[config.mk]
export PLATFORM = sky130hd
export DESIGN_NAME = elevator_request_scheduler_flat
export DESIGN_NICKNAME = d
export VERILOG_FILES = /design/src/rtl/elevator_request_scheduler_if.sv /design/src/rtl/elevator_request_scheduler.sv /design/src/flat_wrapper.sv
export SDC_FILE = /design/constraint.sdc
export NUM_CORES = 1
export LEC_CHECK = 0
export CAP_MARGIN = 20
export CORE_MARGIN = 2
export CORE_UTILIZATION = 40
export DETAILED_ROUTE_END_ITERATION = 6
export GPL_TIMING_DRIVEN = 0
export PLACE_DENSITY = 0.66
export SLEW_MARGIN = 40
export SYNTH_ARGS = -nofsm -noshare
export SYNTH_HDL_FRONTEND = slang
export SYNTH_SLANG_ARGS = --single-unit
export TNS_END_PERCENT = 30
[constraint.sdc]
create_clock -name clk -period 8.45 [get_ports clk]
set_clock_uncertainty 0.1 [all_clocks]
set_input_delay 1.69 -clock clk [delete_from_list [all_inputs] [get_ports clk]]
set_output_delay 1.69 -clock clk [all_outputs]
set_load 0.005 [all_outputs]
[src/rtl/elevator_request_scheduler_if.sv]
// Elevator scheduler bus: call inputs, controller status,
// and the registered floor request back to the controller.
interface elevator_request_scheduler_if #(
    parameter int NUM_FLOORS = 4,
    parameter int FLOOR_W    = 2
);
    logic [NUM_FLOORS-1:0] call_req;
    logic [FLOOR_W-1:0]    current_floor;
    logic                  door_open;
    logic [FLOOR_W-1:0]    target_floor;
    logic [NUM_FLOORS-1:0] pending;
    logic                  dir_up;
    logic                  busy;

    modport slave (
        input  call_req, current_floor, door_open,
        output target_floor, pending, dir_up, busy
    );

    modport master (
        output call_req, current_floor, door_open,
        input  target_floor, pending, dir_up, busy
    );
endinterface

[src/rtl/elevator_request_scheduler.sv]
// SCAN request scheduler: latches floor calls, picks the next
// floor to serve and holds a minimum dwell at each served stop.
module elevator_request_scheduler #(
    parameter int NUM_FLOORS = 4,
    parameter int FLOOR_W    = 2,
    parameter int MIN_DWELL  = 8
) (
    input  logic clk,
    input  logic reset,
    elevator_request_scheduler_if.slave bus
);
    localparam logic [2:0] IDLE     = 3'd0;
    localparam logic [2:0] SWEEP_UP = 3'd1;
    localparam logic [2:0] SWEEP_DN = 3'd2;
    localparam logic [2:0] DWELL    = 3'd3;

    localparam logic [FLOOR_W-1:0] TOP = FLOOR_W'(NUM_FLOORS - 1);
    localparam logic [7:0] DWELL_INIT = 8'(MIN_DWELL - 1);

    logic [2:0]            state_q, state_d;
    logic [FLOOR_W-1:0]    target_q, target_d;
    logic [NUM_FLOORS-1:0] pend_q, pend_d;
    logic                  dir_q, dir_d;
    logic                  busy_q, busy_d;
    logic [7:0]            cnt_q, cnt_d;

    logic [FLOOR_W-1:0]    cur;
    logic [NUM_FLOORS-1:0] clr, above, below;
    logic [FLOOR_W-1:0]    next_up, next_dn;
    logic                  any_up, any_dn, here_pend;
    logic                  near_up, scan_up, at_tgt, arrive;

    // Out-of-range floor reports are clamped so targets stay legal.
    always_comb begin
        cur       = (bus.current_floor > TOP) ? TOP : bus.current_floor;
        clr       = '0;
        above     = '0;
        below     = '0;
        here_pend = 1'b0;
        next_up   = TOP;
        next_dn   = '0;
        for (int i = 0; i < NUM_FLOORS; i++) begin
            clr[i]   = bus.door_open && (cur == FLOOR_W'(i));
            above[i] = pend_q[i] && (FLOOR_W'(i) > cur);
            below[i] = pend_q[i] && (FLOOR_W'(i) < cur);
            if (pend_q[i] && (cur == FLOOR_W'(i))) here_pend = 1'b1;
            if (below[i]) next_dn = FLOOR_W'(i);
        end
        for (int i = NUM_FLOORS - 1; i >= 0; i--) begin
            if (above[i]) next_up = FLOOR_W'(i);
        end
        any_up  = |above;
        any_dn  = |below;
        near_up = any_up &&
                  (!any_dn || ((next_up - cur) <= (cur - next_dn)));
        scan_up = any_up && (dir_q || !any_dn);
        at_tgt  = (cur == target_q);
        arrive  = bus.door_open && at_tgt;
        pend_d  = (pend_q | bus.call_req) & ~clr;
    end

    // SCAN policy; a SWEEP waits in place for the door when parked
    // on its still-pending target so the stop is not skipped.
    always_comb begin
        state_d  = state_q;
        target_d = target_q;
        dir_d    = dir_q;
        cnt_d    = cnt_q;
        case (state_q)
            IDLE: begin
                target_d = cur;
                if (near_up) begin
                    state_d  = SWEEP_UP;
                    target_d = next_up;
                    dir_d    = 1'b1;
                end else if (any_dn) begin
                    state_d  = SWEEP_DN;
                    target_d = next_dn;
                    dir_d    = 1'b0;
                end
            end
            SWEEP_UP: begin
                if (arrive) begin
                    state_d  = DWELL;
                    target_d = cur;
                    cnt_d    = DWELL_INIT;
                end else if (at_tgt && here_pend) begin
                    target_d = target_q;
                end else if (any_up) begin
                    target_d = next_up;
                end else if (any_dn) begin
                    state_d  = SWEEP_DN;
                    target_d = next_dn;
                    dir_d    = 1'b0;
                end else begin
                    state_d  = IDLE;
                    target_d = cur;
                end
            end
            SWEEP_DN: begin
                if (arrive) begin
                    state_d  = DWELL;
                    target_d = cur;
                    cnt_d    = DWELL_INIT;
                end else if (at_tgt && here_pend) begin
                    target_d = target_q;
                end else if (any_dn) begin
                    target_d = next_dn;
                end else if (any_up) begin
                    state_d  = SWEEP_UP;
                    target_d = next_up;
                    dir_d    = 1'b1;
                end else begin
                    state_d  = IDLE;
                    target_d = cur;
                end
            end
            DWELL: begin
                target_d = cur;
                if (cnt_q == 8'd0) begin
                    if (scan_up) begin
                        state_d  = SWEEP_UP;
                        target_d = next_up;
                        dir_d    = 1'b1;
                    end else if (any_dn) begin
                        state_d  = SWEEP_DN;
                        target_d = next_dn;
                        dir_d    = 1'b0;
                    end else begin
                        state_d = IDLE;
                    end
                end else if (bus.door_open) begin
                    cnt_d = cnt_q - 8'd1;
                end
            end
            default: begin
                state_d  = IDLE;
                target_d = cur;
            end
        endcase
        busy_d = (state_d != IDLE) || (pend_d != '0);
    end

    // State and output registers with synchronous reset.
    always_ff @(posedge clk) begin
        if (reset) begin
            state_q  <= IDLE;
            target_q <= '0;
            pend_q   <= '0;
            dir_q    <= 1'b1;
            busy_q   <= 1'b0;
            cnt_q    <= '0;
        end else begin
            state_q  <= state_d;
            target_q <= target_d;
            pend_q   <= pend_d;
            dir_q    <= dir_d;
            busy_q   <= busy_d;
            cnt_q    <= cnt_d;
        end
    end

    assign bus.target_floor = target_q;
    assign bus.pending      = pend_q;
    assign bus.dir_up       = dir_q;
    assign bus.busy         = busy_q;
endmodule

[src/flat_wrapper.sv]
// flat-port wrapper written by rule: the top's interface ports become plain ports
module elevator_request_scheduler_flat 
#(
    parameter int NUM_FLOORS = 4,
    parameter int FLOOR_W    = 2,
    parameter int MIN_DWELL  = 8
)
  (clk, reset, bus_call_req, bus_current_floor, bus_door_open, bus_target_floor, bus_pending, bus_dir_up, bus_busy);
  elevator_request_scheduler_if #(.NUM_FLOORS(NUM_FLOORS), .FLOOR_W(FLOOR_W)) bus_i ();
  input  logic clk;
  input  logic reset;
  input wire logic [$bits(bus_i.call_req)-1:0] bus_call_req;
  input wire logic [$bits(bus_i.current_floor)-1:0] bus_current_floor;
  input wire logic [$bits(bus_i.door_open)-1:0] bus_door_open;
  output wire logic [$bits(bus_i.target_floor)-1:0] bus_target_floor;
  output wire logic [$bits(bus_i.pending)-1:0] bus_pending;
  output wire logic [$bits(bus_i.dir_up)-1:0] bus_dir_up;
  output wire logic [$bits(bus_i.busy)-1:0] bus_busy;
  assign bus_i.call_req = bus_call_req;
  assign bus_i.current_floor = bus_current_floor;
  assign bus_i.door_open = bus_door_open;
  assign bus_target_floor = bus_i.target_floor;
  assign bus_pending = bus_i.pending;
  assign bus_dir_up = bus_i.dir_up;
  assign bus_busy = bus_i.busy;
  elevator_request_scheduler #(.NUM_FLOORS(NUM_FLOORS), .FLOOR_W(FLOOR_W), .MIN_DWELL(MIN_DWELL)) u_core (.clk(clk), .reset(reset), .bus(bus_i));
endmodule
==> results of run 1 <==
==> Yosys cell counts, types with 5 or more instances <==
cell type / count / share of area (%)
nor2_1: 19 / 4.6
a21oi_1: 17 / 5.5
inv_1: 8 / 2.0
a21o_1: 5 / 2.4
nor3_1: 8 / 2.6
dfxtp_1: 19 / 25
nand2_1: 12 / 2.9
xor2_1: 7 / 4.0
o21ai_0: 5 / 1.6
buf_2: 8 / 2.6
==> worst max-delay path: stages <==
cell	delay, ps
clkdlybuf4s50_1	560
buf_2	250
clkinv_1	320
ha_1	400
inv_1	40
ha_1	280
nand2_1	60
a21o_1	190
o311ai_1	160
o21ai_2	190
a221o_1	350
a31oi_1	150
==> layer usage <==
layer,vias to the layer above,routed length (um),GRT usage [%]
met5,-,0,0
met4,0,69,8.16
met3,7,239,3.07
met2,54,1710,28.5
met1,753,2000,29.4
li1,801,-,-
==> where the power goes <==
part	total, mW	switching (mW)	internal [mW]
sequential	0.0982	0.00420	0.0940
combinational	0.0697	0.0390	0.0306
clock	0.0647	0.0318	0.0329
==> worst paths after layout <==
check,end,depth (start not counted)
setup / recovery,u_core.bus.target_floor[0],12
hold / removal,u_core.cnt_q[5],2
setup reg to reg,u_core.bus.target_floor[0],10
hold reg to reg,u_core.cnt_q[5],2
==> area by class of cell <==
class	instances	area [um2]
fill	385	1900
tap	48	60.1
clock inverter	1	5.00
inverter	9	33.8
multi-input combinational	160	1070
buffer	12	55.1
sequential	19	380
clock buffer	3	41.3
timing repair buffer	15	150
==> through the flow <==
stage / hold WS, ps / instances / instance area [um2]
2_1_floorplan: 360 / 200 / 1540
3_3_place_gp: 382 / 263 / 1750
3_5_place_dp: 392 / 263 / 1750
4_1_cts: 404 / 267 / 1790
5_1_grt: 432 / 267 / 1790
6_report: 405 / 267 / 1790
==> state kept, by name, summed over array words and instances, names as in the netlist <==
name,count
u_core.bus.target_floor,2
u_core.bus.busy,1
u_core.cnt_q,8
u_core.state_q,3
u_core.bus.dir_up,1
u_core.bus.pending,4
==> cells by family after synthesis <==
family                     synth area share [%]
DFF                                        24.8
and+or+nand+nor                            27.1
buffers and inverters                      5.79
xor gates and xnor gates                   3.99
adders and majority gates                  3.26
other                                     0.244
muxes                                      1.47
AOI/OAI and AO/OA                          33.3
==> metrics.yaml, run 1 <==
max_freq_mhz: 219
fp.dieH_um: 66.0
die_width_um: 66.0
fin_ws_ps: 3890
port-buffer-count: 15
nets: 233
num_vias: 1615
ys_warn_count: 0
synth_edf_count: 0
grt_start_max_net_pins: 12
core-area_um2: 3690
hpwl_mm: 3.08
worst_ep_arrival_time_ps: 4650
ys_types: 61
utilization_pct: 48.6
final_max_slew_viol_count: 0
start_kind: "input pin"
routed_wirelength_mm: 4.02
path_max_fanout: 10
postSynthCellCount: 200
relSlewSlack_pct: 54.8
worstPathRequired_ps: 8530
maxCapViolCount: 0
vdd_drop_max_v: 0.0000831
power_density_nw_per_um2: 130
cp-end-kind: "flip-flop"
cts_buffer_depth: 2
die_area_um2: 4350
numCtsBuffers: 3
rsz0062_at_grt: "false"
synth_nets: 213
area_delta_synth_final_pct: 16.7
hold_path_class: "reg -> reg"
first_iter_violations: 136
wire_per_inst_um: 15.1
async_flop_share_pct: 0
grt_pass1_wl_mm: 6.80
r2r_start: "u_core.bus.pending[1]"
antenna_found_initial: 0
gp_congestion: 0.869
insertion_delay_ps: 260
root_buffer: "clkbuf_8"
clock-sinks: 19
post_cts_buffers: 0
hold_buffers: 0
fin_setup_tns_ps: 0
final_cell_mix: "nor2_1, dfxtp_1, a21oi_1"
start_util_pct: 41.6
ys_ff_latch: 19
grt_use_total_pct: 19.9
preCtsSetupSlack_ps: 3690
worstHoldStart: "u_core.cnt_q[5]"
seq_area_frac_synth_pct: 24.8
diodes: 0
drc_errors: 0
total_power_mw: 0.233
path_class: "in -> reg"
grt_pass1_vias: 1488
dr.pass1.iters: 4
grt_overflow: 0
period_share_pct: 54.0
drtAntennaViolNets: 0
cts-resized-gates: 0
htree_levels: 1
period_minus_slack_ps: 4560
crit_start: "bus_current_floor[0]"
cts_tree: "built"
netlist_area_um2: 1540
cts.reportedPaths.clkPinSlew_ps: 70
ios: 17
worstMarginPinSlew_ps: 672
yosys_most_used_dff: "dfxtp_1"
r2r_setup_slack_ps: 5340
leakagePower_nw: 0.644
drive_gt1_share_pct: 11.4
status: "complete, no violations"
rows: 22
avgSynthCellArea_um2: 7.68
setup_viol: 0
via_per_inst: 6.05
hold_viol: 0
Power figures use the tool's default switching activity.
==> run 2, diff against run 1 <==
==> constraint.sdc (replaced) <==
create_clock -name clk -period 4.7 [get_ports clk]
set_clock_uncertainty 0.1 [all_clocks]
set_input_delay 0.94 -clock clk [delete_from_list [all_inputs] [get_ports clk]]
set_output_delay 0.94 -clock clk [all_outputs]
set_load 0.005 [all_outputs]
==> results of run 2 <==
Same layout as run 1 (identical final DEF). Status: complete, no violations.
Main changes from that run: setup slack after placement 3690 ps -> 693 ps; setup slack after layout 3890 ps -> 887 ps; register-to-register setup slack 5340 ps -> 1590 ps; total power 0.233 mW -> 0.418 mW; worst IR drop on VDD 0.0000831 V -> 0.000149 V
==> run 3, diff against run 2 <==
--- a/config.mk
+++ b/config.mk
@@ -10,7 +10,7 @@
 export CORE_UTILIZATION = 40
 export DETAILED_ROUTE_END_ITERATION = 6
 export GPL_TIMING_DRIVEN = 0
-export PLACE_DENSITY = 0.66
+export PLACE_DENSITY = 0.68
 export SLEW_MARGIN = 40
 export SYNTH_ARGS = -nofsm -noshare
 export SYNTH_HDL_FRONTEND = slang
==> constraint.sdc (replaced) <==
create_clock -name clk -period 3.5 [get_ports clk]
set_clock_uncertainty 0.1 [all_clocks]
set_input_delay 0.7 -clock clk [delete_from_list [all_inputs] [get_ports clk]]
set_output_delay 0.7 -clock clk [all_outputs]
set_load 0.005 [all_outputs]
==> run 3 against run 2 <==
Sequential power is 34% higher. Wire length is 0.70% lower. Critical path type unchanged. Power is 35% higher.
==> metrics.yaml, run 3 (synthesis gave the netlist of run 1 again) <==
status: "complete, no violations"
core-area_um2: 3690  # unchanged
final_max_slew_viol_count: 0  # unchanged
stdcell_count: 267  # unchanged
gp_congestion: 0.867  # -0.25%
port-buffer-count: 15  # unchanged
power_density_nw_per_um2: 311
die_area_um2: 4350  # unchanged
hold_viol: 0  # unchanged
vdd_drop_max_v: 0.000227
first_iter_violations: 136  # unchanged
place_inst: 263  # unchanged
whs_endpoint: "u_core.cnt_q[5]"
max_freq_mhz: 325
grt_use_total_pct: 19.3  # -0.63 points
r2r_setup_slack_ps: 520
antenna_found_initial: 0  # unchanged
drc_errors: 0  # unchanged
cp-end-kind: "flip-flop"
leakagePower_nw: 0.662  # +2.8%
hold_path_class: "reg -> reg"
grt_pass1_vias: 1393  # -6.4%
cts_tree: "built"
place_area_um2: 1750  # unchanged
r2r-end: "u_core.bus.target_floor[1]"
clock-sinks: 19  # unchanged
rsz0062_at_grt: "false"
htree_levels: 1  # unchanged
largest-register: "u_core.cnt_q"
period_minus_slack_ps: 3080
drtAntennaViolNets: 0  # unchanged
fin_area_um2: 1820  # +1.7%
period_share_pct: 88.0
wire_per_inst_um: 15.0  # -0.70%
num_vias: 1555  # -3.7%
fp.dieH_um: 66.0  # unchanged
rows: 22  # unchanged
hpwl_mm: 3.02  # -2.0%
worst_ep_arrival_time_ps: 3130
cts_buffer_depth: 2  # unchanged
relSlewSlack_pct: 54.3  # -0.49 points
cts.reportedPaths.clkPinSlew_ps: 70  # about the same
grt_start_max_net_pins: 11  # -1
grt_overflow: 0  # unchanged
worstMarginPinSlew_ps: 679  # +7.27 ps
start_util_pct: 41.6  # unchanged
diodes: 0  # unchanged
path_class: "in -> reg"
largest_reg_flops: 8  # unchanged
nFillCells: 372  # -3.4%
grt_pass1_wl_mm: 6.58  # -3.3%
maxCapViolCount: 0  # unchanged
numCtsBuffers: 3  # unchanged
area_delta_synth_final_pct: 18.7
setup_viol: 0  # unchanged
start_kind: "input pin"
path_max_fanout: 10  # unchanged
via_per_inst: 5.82  # -3.7%
nets: 233  # unchanged
grt-busiest-layer: "met1"
dr.pass1.iters: 5  # +1
r2r_start: "u_core.bus.pending[1]"
hold_depth: 2  # unchanged
die_width_um: 66.0  # unchanged
final_cell_mix: "nor2_1, dfxtp_1, a21oi_1"
routed_wirelength_mm: 3.99  # -0.70%
root_buffer: "clkbuf_8"
drive_gt1_share_pct: 13.7  # +2.3 points
worstHoldStart: "u_core.cnt_q[5]"
insertion_delay_ps: 260  # about the same
worstPathRequired_ps: 3550
ios: 17  # unchanged
met3_usage_pct: 2.56  # -0.51 points
reg2regPathDepth: 10  # unchanged
grt_use_met1_pct: 30.0  # +0.61 points
use_met2_pct: 27.3  # -1.3 points
-- run 3: changes by cell type in the layout (fill, tap and decap cells not counted), sizes merged --
cell           change
clkbuf             +2
dlymetal6s2s       +2
clkdlybuf4s50      -2
buf                -1
clkinv             -1
-- run 3: layer usage --
metal	share of wire [%]	routed length [um]
met5	0	0
met4	1.2	48
met3	3.9	155
met2	42	1670
met1	53	2120
-- run 3: power by group --
part | total (mW) | switching [mW] | internal, mW
logic | 0.173 | 0.0967 | 0.0764
registers | 0.237 | 0.00995 | 0.227
clock network | 0.156 | 0.0745 | 0.0811
total | 0.566 | 0.181 | 0.385
-- run 3: worst max-delay path: stages --
cell	delay, ps
dlymetal6s2s_1	190
buf_4	220
nand2b_1	160
and3_2	240
ha_2	280
ha_1	330
a311oi_2	300
o311ai_2	180
o21ai_2	150
nor3_1	90
o31a_1	300
-- run 3: cell type report --
cell class                 count  area (um2)  area share (%)
clock buffer                   4        45.0            2.47
multi-input combinational    160        1080            59.5
timing repair buffer          15         155            8.52
tap                           48        60.1            3.30
inverter                       9        35.0            1.92
buffer                        12        62.6            3.43
sequential                    19         380            20.9
-- run 3: how the worst max path moves through the flow --
stage	endpoint	start	slack, ps	cells past startpoint
after global routing	u_core.bus.target_floor[1]	bus_current_floor[0]	270	11
after floorplan	u_core.bus.target_floor[1]	bus_current_floor[0]	620	10
after CTS	u_core.bus.target_floor[1]	bus_current_floor[0]	7	11
final	u_core.bus.target_floor[1]	bus_current_floor[0]	420	11
after detailed placement	u_core.bus.target_floor[1]	bus_current_floor[0]	-260	11
after global placement	u_core.bus.target_floor[1]	bus_current_floor[0]	-290	11
-- run 3: timing repair --
item,CTS,global route
setup buffers,0,0
setup endpoints to repair,2,6
gates resized for setup,1,12
hold buffers,0,0
-- run 3: through the flow --
| stage | power [mW] | setup WS (ps) | utilization [%] | setup TNS, ps | hold slack [ps] |
|---|---|---|---|---|---|
| CTS | 0.558 | 7.43 | 48.6 | 0 | 402 |
| floorplan | 0.353 | 619 | - | 0 | 360 |
| global route | 0.593 | 269 | 49.4 | 0 | 441 |
| finish | 0.566 | 420 | 49.4 | 0 | 403 |
| detailed placement | 0.407 | -260 | 47.3 | -1200 | 388 |
| global placement | 0.407 | -292 | 47.3 | -1360 | 382 |
==> edit (flow settings as in run 3) <==
`NUM_FLOORS` is set to 4 in 3 places; all go to 2.
--- a/src/rtl/elevator_request_scheduler_if.sv
+++ b/src/rtl/elevator_request_scheduler_if.sv
@@ -2,5 +2,5 @@
 // and the registered floor request back to the controller.
 interface elevator_request_scheduler_if #(
-    parameter int NUM_FLOORS = 4,
+    parameter int NUM_FLOORS = 2,
     parameter int FLOOR_W    = 2
 );
--- a/src/rtl/elevator_request_scheduler.sv
+++ b/src/rtl/elevator_request_scheduler.sv
@@ -2,5 +2,5 @@
 // floor to serve and holds a minimum dwell at each served stop.
 module elevator_request_scheduler #(
-    parameter int NUM_FLOORS = 4,
+    parameter int NUM_FLOORS = 2,
     parameter int FLOOR_W    = 2,
     parameter int MIN_DWELL  = 8
--- a/src/flat_wrapper.sv
+++ b/src/flat_wrapper.sv
@@ -2,5 +2,5 @@
 module elevator_request_scheduler_flat 
 #(
-    parameter int NUM_FLOORS = 4,
+    parameter int NUM_FLOORS = 2,
     parameter int FLOOR_W    = 2,
     parameter int MIN_DWELL  = 8
Ports: changed (resized bus_call_req and bus_pending); port bits go from 17 to 13. The function was not compared with the original's and may differ.
==> edit against run 3 <==
- sequential cell count down 2
- clock power down 34%
- area after synthesis down 32%
- power down 35%
- setup slack better by 360 ps
- core utilization down 0.35 points
- design area down 33%
- sequential power down 12%
- wire length down 40%
==> edit: results (changes against run 3) <==
metric	value	unit	change
clock root buffer master	clkbuf_4		
# resized after CTS	0		-1
sequential cell count	17		-2
clock network power	103	uW	-34%
maximum resistive drop on vdd	0.0001747	V	-23%
P_leak	0.3881	nW	-41%
dpl ws	545.9	ps	+806.2 ps
half-perimeter wire length after detailed placement	1.892	mm	-37%
endpoint of the worst hold path	u_core.cnt_q[7]$_SDFFE_PP0P_		
total track usage	19.00	%	-0.29 points
share of synthesized area occupied by flip-flops and latches	32.81	%	+8.0 points
largest net degree at the start of global routing	11		unchanged
total of buffers placed on input and output ports	11		-4
Multi-In Gates	98		-39%
timing startpoint of the critical path	bus_current_floor[1]		
HP Class	flip-flop to flip-flop		
first-pass GRT wire length	4.126	mm	-37%
routability congestion estimate	0.8697		+0.30%
Skew-Pair Late Insertion Delay	280	ps	+20 ps
registers with the most flip-flops	u_core.cnt_q (8), u_core.state_q (3)		
cts bufs inserted	3		unchanged
Avg WL per Cell	14.16	um	-5.3%
Tightest Pin Transition	676.5	ps	-2.536 ps
initial antenna violation count	0		unchanged
Min-Delay Path Depth	2		unchanged
area of placed instances	1189	um^2	-32%
Signal buffers	15		-44%
cell internal power dissipation	273.1	uW	-29%
launch instance of the worst min-delay path	u_core.cnt_q[7]$_SDFFE_PP0P_		
P_sw	95.21	uW	-47%
Crit path arrival time	2800	ps	-330 ps
proportion of cell area spent on the clock network	2.163	%	-0.31 points
layout buffering overhead excluding clock cells	10.30	%	-1.7 points
largest cells by area after synthesis	dfxtp_1, nor2_1, a211oi_1, o21ai_0, a21oi_1		
Reg-to-Reg Start	u_core.bus.pending[1]$_SDFF_PP0_		
WHS	428.6	ps	+25.24 ps
sequential cell area share	28.01	%	+7.1 points
number of global-route vias before repair	944		-32%
Clk pin slew, worst setup/hold paths	90	ps	+20 ps
Initial DRC Count	23		-83%
number of detailed-routing iterations run before antenna repair	5		unchanged
Unique masters post-synth	42		-31%
capture point of the worst reg-to-reg path	u_core.bus.dir_up$_SDFFE_PP1P_		
maximum net fanout on the critical path	6		-4
fraction of final layout cells with drive strength greater than 1	7.857	%	-5.8 points
reg2reg setup slack	1280	ps	+760 ps
cell types with the highest counts after synthesis	dfxtp_1, nor2_1, o21ai_0		
Syn-to-layout area delta	17.13	%	
htree depth	1		unchanged
Final #Nets	150		-36%
status	finished clean		
post-CTS setup buffer count	0		unchanged
power dissipated in combinational cells	58.1	uW	-66%
sequential cell area	340.3	um^2	-11%
area occupied by multi-input gates	663.1	um^2	-39%
layout filler cell count	256		-31%
number of ordinary inverters in the final layout	6		-3
Reg2Reg Depth	5		-5
total via count after detailed routing	980		-37%
==> edit: cell types whose count changed after synthesis, moves of 4 or more <==
cell and delta:
a21oi_1 -10, nand2_1 -9, buf_2 -8, nor3_1 -6
a2111oi_0 -4, a21o_1 -4, a31o_2 -4
==> edit: how the worst max path moves through the flow <==
stage / to / slack [ps] / cells after the start
floorplan: u_core.cnt_q[2]$_SDFFE_PP0P_ / 1330 / 5
global placement: u_core.bus.dir_up$_SDFFE_PP1P_ / 530 / 6
detailed placement: u_core.bus.dir_up$_SDFFE_PP1P_ / 550 / 6
CTS: u_core.bus.dir_up$_SDFFE_PP1P_ / 850 / 6
global route: u_core.bus.dir_up$_SDFFE_PP1P_ / 530 / 6
finish: u_core.bus.dir_up$_SDFFE_PP1P_ / 780 / 6
==> edit: logic make-up (layout without fill, tap and decap cells) <==
logic type | after synthesis | count (layout) | share of synthesized area (%)
AND/OR/NAND/NOR | 44 | 44 | 24.49
AO/OA/AOI/OAI | 43 | 43 | 30.28
flip-flops | 17 | 17 | 32.81
buffers and inverters | 10 | 25 | 3.618
XOR/XNOR | 6 | 6 | 5.066
adder cells (fa/ha/maj) | 2 | 2 | 2.412
other | 1 | 2 | 0.3615
multiplexers | 1 | 1 | 0.9651
==> edit: metal layers <==
layer	routed length (um)	global-route usage, %	vias to the layer above
li1	-	-	491
met1	1063	22.85	459
met2	1205	33.93	26
met3	114	2.419	4
met4	25	7.724	0
met5	0	0	-
==> edit: metrics by stage <==
step,utilization (%),instances
floorplan,-,125
global placement,47.98,166
detailed placement,47.98,166
CTS,49.04,170
global route,49.04,170
finish,49.04,170
==> edit: worst max-delay path, cell delays in order <==
cell	delay, ps
clkdlybuf4s50_1	480
nor3b_1	610
o21ai_0	270
a31oi_1	290
a31oi_1	120
a311o_1	330
